## src/rtl/seq_1011_framer.sv

```systemverilog
// Serial frame transmitter: sync header 1,0,1,1 then payload MSB-first, one bit per clock.
// Optional trailing even-parity bit when SEQ_FRAMER_PARITY_EN is defined.
module seq_1011_framer #(
  parameter int unsigned PAYLOAD_W = 8,
  parameter logic        IDLE_BIT  = 1'b0
) (
  input  logic                 clk,
  input  logic                 reset_n,
  input  logic [PAYLOAD_W-1:0] data_in,
  input  logic                 data_valid,
  output logic                 data_ready,
  output logic                 out_bit,
  output logic                 frame_active,
  output logic                 frame_done
);

  localparam int unsigned        CNT_W     = (PAYLOAD_W > 4) ? $clog2(PAYLOAD_W) : 2;
  localparam logic [CNT_W-1:0]   LAST_CNT  = CNT_W'(PAYLOAD_W - 1);
  localparam logic [CNT_W-1:0]   SYNC_LAST = CNT_W'(3);
  localparam logic [3:0]         SYNC_PAT  = 4'b1011;

`ifdef SEQ_FRAMER_PARITY_EN
  typedef enum logic [1:0] {
    IDLE    = 2'd0,
    SYNC    = 2'd1,
    PAYLOAD = 2'd2,
    PARITY  = 2'd3
  } state_e;
`else
  typedef enum logic [1:0] {
    IDLE    = 2'd0,
    SYNC    = 2'd1,
    PAYLOAD = 2'd2
  } state_e;
`endif

  state_e                 state_q, state_d;
  logic [CNT_W-1:0]       cnt_q, cnt_d;
  logic [PAYLOAD_W-1:0]   shift_q, shift_d;
  logic                   out_bit_q, out_bit_d;
  logic                   frame_active_q, frame_active_d;
  logic                   frame_done_q, frame_done_d;
  logic [CNT_W-1:0]       cnt_inc;
  logic [1:0]             sync_idx;
  logic                   accept;
`ifdef SEQ_FRAMER_PARITY_EN
  logic                   parity_q, parity_d;
`endif

  assign data_ready   = (state_q == IDLE);
  assign accept       = data_valid & data_ready;
  assign out_bit      = out_bit_q;
  assign frame_active = frame_active_q;
  assign frame_done   = frame_done_q;

  always_comb begin
    state_d        = state_q;
    cnt_d          = cnt_q;
    shift_d        = shift_q;
    out_bit_d      = IDLE_BIT;
    frame_active_d = 1'b0;
    frame_done_d   = 1'b0;
    cnt_inc        = cnt_q + CNT_W'(1);
    sync_idx       = cnt_q[1:0] + 2'd1;
`ifdef SEQ_FRAMER_PARITY_EN
    parity_d       = parity_q;
`endif

    case (state_q)
      IDLE: begin
        if (accept) begin
          state_d        = SYNC;
          shift_d        = data_in;
          cnt_d          = '0;
          out_bit_d      = SYNC_PAT[3];
          frame_active_d = 1'b1;
`ifdef SEQ_FRAMER_PARITY_EN
          parity_d       = ^data_in;
`endif
        end
      end

      SYNC: begin
        frame_active_d = 1'b1;
        if (cnt_q == SYNC_LAST) begin
          // Presents the payload MSB and pre-shifts so PAYLOAD always emits shift_q MSB.
          state_d   = PAYLOAD;
          cnt_d     = '0;
          out_bit_d = shift_q[PAYLOAD_W-1];
          shift_d   = shift_q << 1;
`ifndef SEQ_FRAMER_PARITY_EN
          frame_done_d = (LAST_CNT == '0);
`endif
        end else begin
          cnt_d     = cnt_inc;
          out_bit_d = SYNC_PAT[2'd3 - sync_idx];
        end
      end

      PAYLOAD: begin
        if (cnt_q == LAST_CNT) begin
`ifdef SEQ_FRAMER_PARITY_EN
          state_d        = PARITY;
          out_bit_d      = parity_q;
          frame_active_d = 1'b1;
          frame_done_d   = 1'b1;
`else
          state_d        = IDLE;
`endif
          cnt_d = '0;
        end else begin
          cnt_d          = cnt_inc;
          out_bit_d      = shift_q[PAYLOAD_W-1];
          shift_d        = shift_q << 1;
          frame_active_d = 1'b1;
`ifndef SEQ_FRAMER_PARITY_EN
          frame_done_d   = (cnt_inc == LAST_CNT);
`endif
        end
      end

`ifdef SEQ_FRAMER_PARITY_EN
      PARITY: begin
        state_d = IDLE;
        cnt_d   = '0;
      end
`endif

      default: begin
        state_d = IDLE;
        cnt_d   = '0;
        shift_d = '0;
      end
    endcase
  end

  always_ff @(posedge clk or negedge reset_n) begin
    if (!reset_n) begin
      state_q        <= IDLE;
      cnt_q          <= '0;
      shift_q        <= '0;
      out_bit_q      <= IDLE_BIT;
      frame_active_q <= 1'b0;
      frame_done_q   <= 1'b0;
`ifdef SEQ_FRAMER_PARITY_EN
      parity_q       <= 1'b0;
`endif
    end else begin
      state_q        <= state_d;
      cnt_q          <= cnt_d;
      shift_q        <= shift_d;
      out_bit_q      <= out_bit_d;
      frame_active_q <= frame_active_d;
      frame_done_q   <= frame_done_d;
`ifdef SEQ_FRAMER_PARITY_EN
      parity_q       <= parity_d;
`endif
    end
  end

endmodule

```

## config.mk

```make
export PLATFORM = sky130hd
export DESIGN_NAME = seq_1011_framer
export DESIGN_NICKNAME = d
export VERILOG_FILES = /design/src/rtl/seq_1011_framer.sv
export SDC_FILE = /design/constraint.sdc
export NUM_CORES = 1
export LEC_CHECK = 0
export CORE_ASPECT_RATIO = 1.2
export CORE_MARGIN = 2
export CORE_UTILIZATION = 33
export CTS_CLUSTER_DIAMETER = 150
export DETAILED_ROUTE_END_ITERATION = 10
export GPL_TIMING_DRIVEN = 0
export HOLD_SLACK_MARGIN = 0.03
export PLACE_DENSITY = 0.55
export SETUP_SLACK_MARGIN = 0.3
export SYNTH_ARGS = -nofsm -noshare
export SYNTH_HDL_FRONTEND = slang
export SYNTH_SLANG_ARGS = --single-unit
```

## constraint.sdc

```tcl
create_clock -name clk -period 1.65 [get_ports clk]
set_input_delay 0.2475 -clock clk [delete_from_list [all_inputs] [get_ports clk]]
set_output_delay 0.2475 -clock clk [all_outputs]
set_load 0.05 [all_outputs]
```

==> out/qor.yml, run 1 <==
rrSetupSlack_ns: 0.08
r2r-start: "state_q[1]$_DFFE_PN0P_"
post-route-period-util_pct: 94.9
firstDrtPassIters: 4
cts.sinks: 16
dr.first_iter.drc_count: 18
hold_buffers: 0
post-route-min-period_ns: 1.57
max_slew_margin_pct: 50.5
grt.total_usage_pct: 17.0
drt_drc_violations_left: 0
start_kind: "register"
dr_total_vias: 883
grt_pass1_vias: 932
insertion_delay_ns: 0.29
nNetsFinal: 154
hold_viol: 0
dp_hpwl_microns: 1600
cts_max_level: 1
yosysSeqAreaShare_pct: 40.4
r2r_cells: 6
die_x_microns: 54.1
antenna_found_initial: 0
hp-class: "input pin to asynchronous set/reset pin"
num_antenna_cells: 0
core_sq_um: 2840
p_leak_nw: 0.661
vdd_drop_max_v: 0.000781
hold_ws_ns: 0.387
total_power_mw: 2.63
wl_per_cell_microns: 15.8
clkTransAtPathRegs_ns: 0.10
start_util_pct: 35.0
dieArea_sq_um: 3460
clk_path_buf_depth: 2
gp_congestion: 0.756
finalSetupViolations: 0
nFillCells: 237
cp.required_ns: 1.87
fin_worst_skew_ns: 0.00140
maxSlewViolCount: 0
rows: 21
worstPathArrival_ns: 1.79
io_pins: 15
syn2layout_area_growth_pct: 60.4
yosysUniqueCellTypes: 32
via_per_inst: 5.32
rsz0062_at_grt: "true"
drv_cap: 0
crit_path_max_incr_delay_ns: 0.46
avgSynthCellArea_sq_um: 10.1
p_per_area_nw_per_um2: 1650
wl_microns: 2620
path_class: "register to register"
synth_area_sq_um: 992
status: "finished, final reports clean"
syn_nets: 119
crit_start: "state_q[1]$_DFFE_PN0P_"
critPathMaxFanout: 4
max_freq_mhz: 639
cts_root_buf: "clkbuf_4"
port_buffers: 14
end_kind: "register"
die_h_microns: 64.1
grt_max_degree: 17
grt_overflow: 0
worst_pin_slew_ns: 0.741
grt_pass1_wl_microns: 4250
worstPathCellList: "inv_2 > ha_4 > clkbuf_16 > o21ai_2 > or4_1 > o21ai_1"
ys_ff_latch: 16
cts_made_buffers: 3
ant_nets: 0
worst_r2r_endpoint: "cnt_q[0]$_DFFE_PN0P_"
syn_inst: 98
yosysWarnings: 0
slowest_stage: "or4_1"
cts_tree: "done"
drive_above_1_share_pct: 49.2
layout make-up:
| cell class | instances | area, sq um | share of cell area [%] |
|---|---|---|---|
| Multi-Input combinational cell | 71 | 698 | 43.9 |
| Sequential cell | 16 | 400 | 25.2 |
| Timing Repair Buffer | 30 | 320 | 20.1 |
| Buffer | 6 | 75.1 | 4.72 |
| Tap cell | 34 | 42.5 | 2.67 |
| Clock buffer | 4 | 36.3 | 2.28 |
| Inverter | 5 | 18.8 | 1.18 |
sequential cells by signal (all words and copies together), names as in the netlist:
name,cells
out_bit,1
frame_done,1
shift_q,8
state_q,2
frame_active,1
cnt_q,3
how the worst max path moves through the flow:
stage | end | cells past startpoint
after CTS | shift_q[7]$_DFFE_PN0P_ | 7
after global placement | data_ready | 3
final | cnt_q[0]$_DFFE_PN0P_ | 6
after detailed placement | data_ready | 3
after floorplan | shift_q[1]$_DFFE_PN0P_ | 7
after global routing | cnt_q[0]$_DFFE_PN0P_ | 6
Yosys cell counts (all sizes together):
cell | n | share of area [%]
nor3b | 1 | 0.76
nor2b | 2 | 2.0
o211ai | 2 | 1.5
o31ai | 8 | 7.1
dfrtp | 16 | 40
nand2b | 1 | 1.4
or4 | 1 | 0.76
inv | 5 | 1.9
a211oi | 1 | 0.76
buf | 3 | 2.6
or2b | 1 | 0.88
a21oi | 6 | 3.4
nand2 | 15 | 5.7
o22ai | 1 | 0.63
clkbuf | 3 | 3.2
a32oi | 1 | 0.88
nor2 | 1 | 0.38
o2111ai | 1 | 0.88
nand3 | 1 | 0.50
and2b | 1 | 0.76
a22oi | 7 | 5.3
nor3 | 3 | 1.5
a2bb2oi | 1 | 0.88
ha | 10 | 13
o21ai | 6 | 3.4
power breakdown:
| group | internal [mW] | switching, mW |
|---|---|---|
| Sequential | 0.530 | 0.102 |
| Clock | 0.134 | 0.131 |
| Combinational | 0.874 | 0.856 |
| Total | 1.54 | 1.09 |
timing repair:
item | CTS | global route
buffers inserted | 10 | 5
endpoints found under the setup margin | 18 | 17
hold endpoints to repair | 0 | 0
cloned | 1 | 0
gates resized for setup | 41 | 26
pin swaps | 10 | 11
stage by stage:
step	cells	setup slack (ns)	setup TNS (ns)	utilization [%]	area (sq um)
2_1_floorplan	98	0.158	0	-	1020
3_5_place_dp	146	-0.0789	-0.0789	42.3	1200
3_3_place_gp	146	-0.0748	-0.0748	42.3	1200
4_1_cts	161	0.132	0	51.5	1460
6_report	166	0.0843	0	56.1	1590
5_1_grt	166	0.0169	0	56.1	1590
cells in the final DEF (no fill, tap or decap), types with 2 or more instances in the layout:
cell             netlist  routed
o21ai_1                1       3
o21ai_2                1       2
nand2_2                0       6
a21oi_4                0       2
buf_4                  0       7
dfrtp_1               16      16
buf_6                  2       9
nand2_1               15       8
a21oi_2                1       2
ha_4                   0       3
clkbuf_4               0       4
inv_1                  5       3
o31ai_4                0       3
inv_2                  0       2
clkdlybuf4s15_2        0       3
o31ai_2                2       3
a22oi_2                0       2
a21oi_1                5       2
o31ai_1                6       2
buf_12                 0       2
o211ai_1               2       2
nor3_1                 3       2
a22oi_1                7       5
ha_1                  10       6
clkdlybuf4s50_1        0      10
buf_8                  0       2
worst max-delay path: cells and delay by family (launching register included):
family | cells | cell delay (ns)
adder cells (fa/ha/maj) | 1 | 0.28
flip-flops | 1 | 0.41
AO/OA/AOI/OAI | 2 | 0.13
buffers and inverters | 2 | 0.22
AND/OR/NAND/NOR | 1 | 0.46
per-layer routing:
layer  vias up  GRT usage (%)  share of wire (%)
met5         -              0                  0
met4         0           6.25                1.3
met3         6           2.80                3.0
met2        13           31.3                 55
met1       440           18.6                 40
li1        424              -                  -
cells by family (layout without fill, tap and decap cells):
group	count (synthesis)	count (layout)	synth area share (%)
buf+inv	11	45	7.69
fa+ha+maj	10	10	12.6
simple gates	27	27	14.6
compound gates	34	34	24.7
flops	16	16	40.4
No activity file was read; power rests on OpenSTA's default activity.
==> run 2: changes to the inputs <==
- CTS_BUF_LIST: unset -> sky130_fd_sc_hd__clkbuf_16
==> run 2 against run 1 <==
  * Combinational power rose by 13%
  * Clock-buffer cell count fell by 1
  * Critical path type unchanged
  * Highest routed layer unchanged
  * Non-clock buffer count rose by 9
  * Critical path depth fell by 1
==> out/qor.yml, run 2 (same netlist as run 1, synthesis figures left out) <==
status: "finished, final reports clean"
critPathMaxFanout: 7
drt_drc_violations_left: 0
top_register: "shift_q"
gp_congestion: 0.756
finalSetupViolations: 0
largest_reg_flops: 8
cts.sinks: 16
start_util_pct: 35.0
final_area_sq_um: 1770
worstPathArrival_ns: 1.70
dr_total_vias: 918
worstPathCellList: "inv_2 > ha_4 > nor2b_4 > or4_1 > o21ai_1"
port_buffers: 14
cts_root_buf: "clkbuf_16"
slowest_stage: "or4_1"
grt_pass1_wl_microns: 4460
start_kind: "register"
hold_ws_ns: 0.462
ant_nets: 0
grt_overflow: 0
final_common_cell: "buf_4"
die_h_microns: 64.1
drv_cap: 0
max_freq_mhz: 650
num_antenna_cells: 0
grt_max_degree: 17
max_slew_margin_pct: 47.6
core_sq_um: 2840
hold_buffers: 0
layout_common_cells: "16 x buf_4, 14 x dfrtp_1, 10 x clkdlybuf4s50_1"
setup_ws_ns: 0.112
dp.cells: 146
worst_pin_slew_ns: 0.783
maxSlewViolCount: 0
dr.first_iter.drc_count: 19
drive_above_1_share_pct: 54.6
post-route-period-util_pct: 93.2
p_per_area_nw_per_um2: 1740
end_kind: "register"
largestRegisters: "shift_q (8), cnt_q (3), state_q (2)"
p_leak_nw: 0.745
crit_path_max_incr_delay_ns: 0.53
placed_area_sq_um: 1200
wl_microns: 2880
grt_pass1_vias: 963
vdd_drop_max_v: 0.000852
via_per_inst: 5.25
clkTransAtPathRegs_ns: 0.05
critical_path.top_delay_family: "simple AND/OR/NAND/NOR gates"
firstDrtPassIters: 4
critPathBufInv: 1
insertion_delay_ns: 0.24
cts_tree: "done"
post-route-min-period_ns: 1.54
rows: 21
path_class: "register to register"
die_x_microns: 54.1
antenna_found_initial: 0
io_pins: 15
stdcell_count: 175
fin_worst_skew_ns: 0.00239
cts_made_buffers: 3
nNetsFinal: 163
final_util_pct: 62.5
dieArea_sq_um: 3460
place_ws_ns: -0.0789
dp_hpwl_microns: 1600
syn2layout_area_growth_pct: 78.7
clk_path_buf_depth: 2
cts_max_level: 1
hold_viol: 0
cp.required_ns: 1.81
rsz0062_at_grt: "true"
grt.total_usage_pct: 17.6
wl_per_cell_microns: 16.5
hp-class: "input pin to asynchronous set/reset pin"
-- run 2: changes by cell type in the layout (fill, tap and decap cells not counted), moves of 3 or more --
cell,previous run,this run
clkbuf_4,4,0
nand2_2,6,2
buf_4,7,16
clkdlybuf4s15_2,3,0
nand2_4,1,5
clkdlybuf4s15_1,0,3
clkbuf_16,1,4
-- run 2: path summary, 6_finish.rpt --
| check | from | endpoint | slack (ns) | cells past startpoint |
|---|---|---|---|---|
| min in group clk | shift_q[4]$_DFFE_PN0P_ | shift_q[4]$_DFFE_PN0P_ | 0.51 | 2 |
| hold / removal | reset_n | shift_q[5]$_DFFE_PN0P_ | 0.46 | 1 |
| hold reg to reg | shift_q[4]$_DFFE_PN0P_ | shift_q[4]$_DFFE_PN0P_ | 0.51 | 2 |
| setup reg to reg | state_q[1]$_DFFE_PN0P_ | cnt_q[0]$_DFFE_PN0P_ | 0.11 | 5 |
| setup / recovery | state_q[1]$_DFFE_PN0P_ | cnt_q[0]$_DFFE_PN0P_ | 0.11 | 5 |
| max in group asynchronous | reset_n | cnt_q[0]$_DFFE_PN0P_ | 0.65 | 1 |
-- run 2: timing repair --
| item | 4_1_cts | 5_1_grt |
|---|---|---|
| resized for setup | 49 | 30 |
| cloned | 1 | 0 |
| buffers inserted | 14 | 10 |
| pin swaps | 16 | 12 |
| endpoints found under the setup margin | 18 | 20 |
-- run 2: worst register-to-register path, delay by kind of cell (launching register included) --
kind | cells | cell delay [ns]
DFF | 1 | 0.38
adders and majority gates | 1 | 0.18
AOI/OAI and AO/OA | 1 | 0.10
and+or+nand+nor | 2 | 0.70
buffers and inverters | 1 | 0.09
-- run 2: per-stage QoR --
step / power [mW] / TNS, ns
finish: 3.08 / 0
global placement: 1.65 / -0.0748
CTS: 2.78 / 0
detailed placement: 1.67 / -0.0789
global route: 3.24 / 0
floorplan: 1.42 / 0
-- run 2: layer usage --
layer / track usage, % / share of wire (%)
met1: 18.4 / 41
met2: 34.0 / 56
met3: 2.10 / 3.0
met4: 5.63 / 0.42
met5: 0 / 0
-- run 2: final cells by class --
class / count / area [sq um]
clock inverter: 1 / 3.75
clock buffer: 3 / 75.1
sequential: 16 / 403
inverter: 5 / 18.8
fill: 218 / 1060
tap: 34 / 42.5
timing repair buffer: 39 / 379
buffer: 6 / 72.6
multi-input combinational: 71 / 778
-- run 2: report_power, final --
part,switching [mW],internal [mW],total (mW)
Combinational,0.951,0.995,1.95
Sequential,0.127,0.535,0.662
Clock,0.151,0.322,0.473
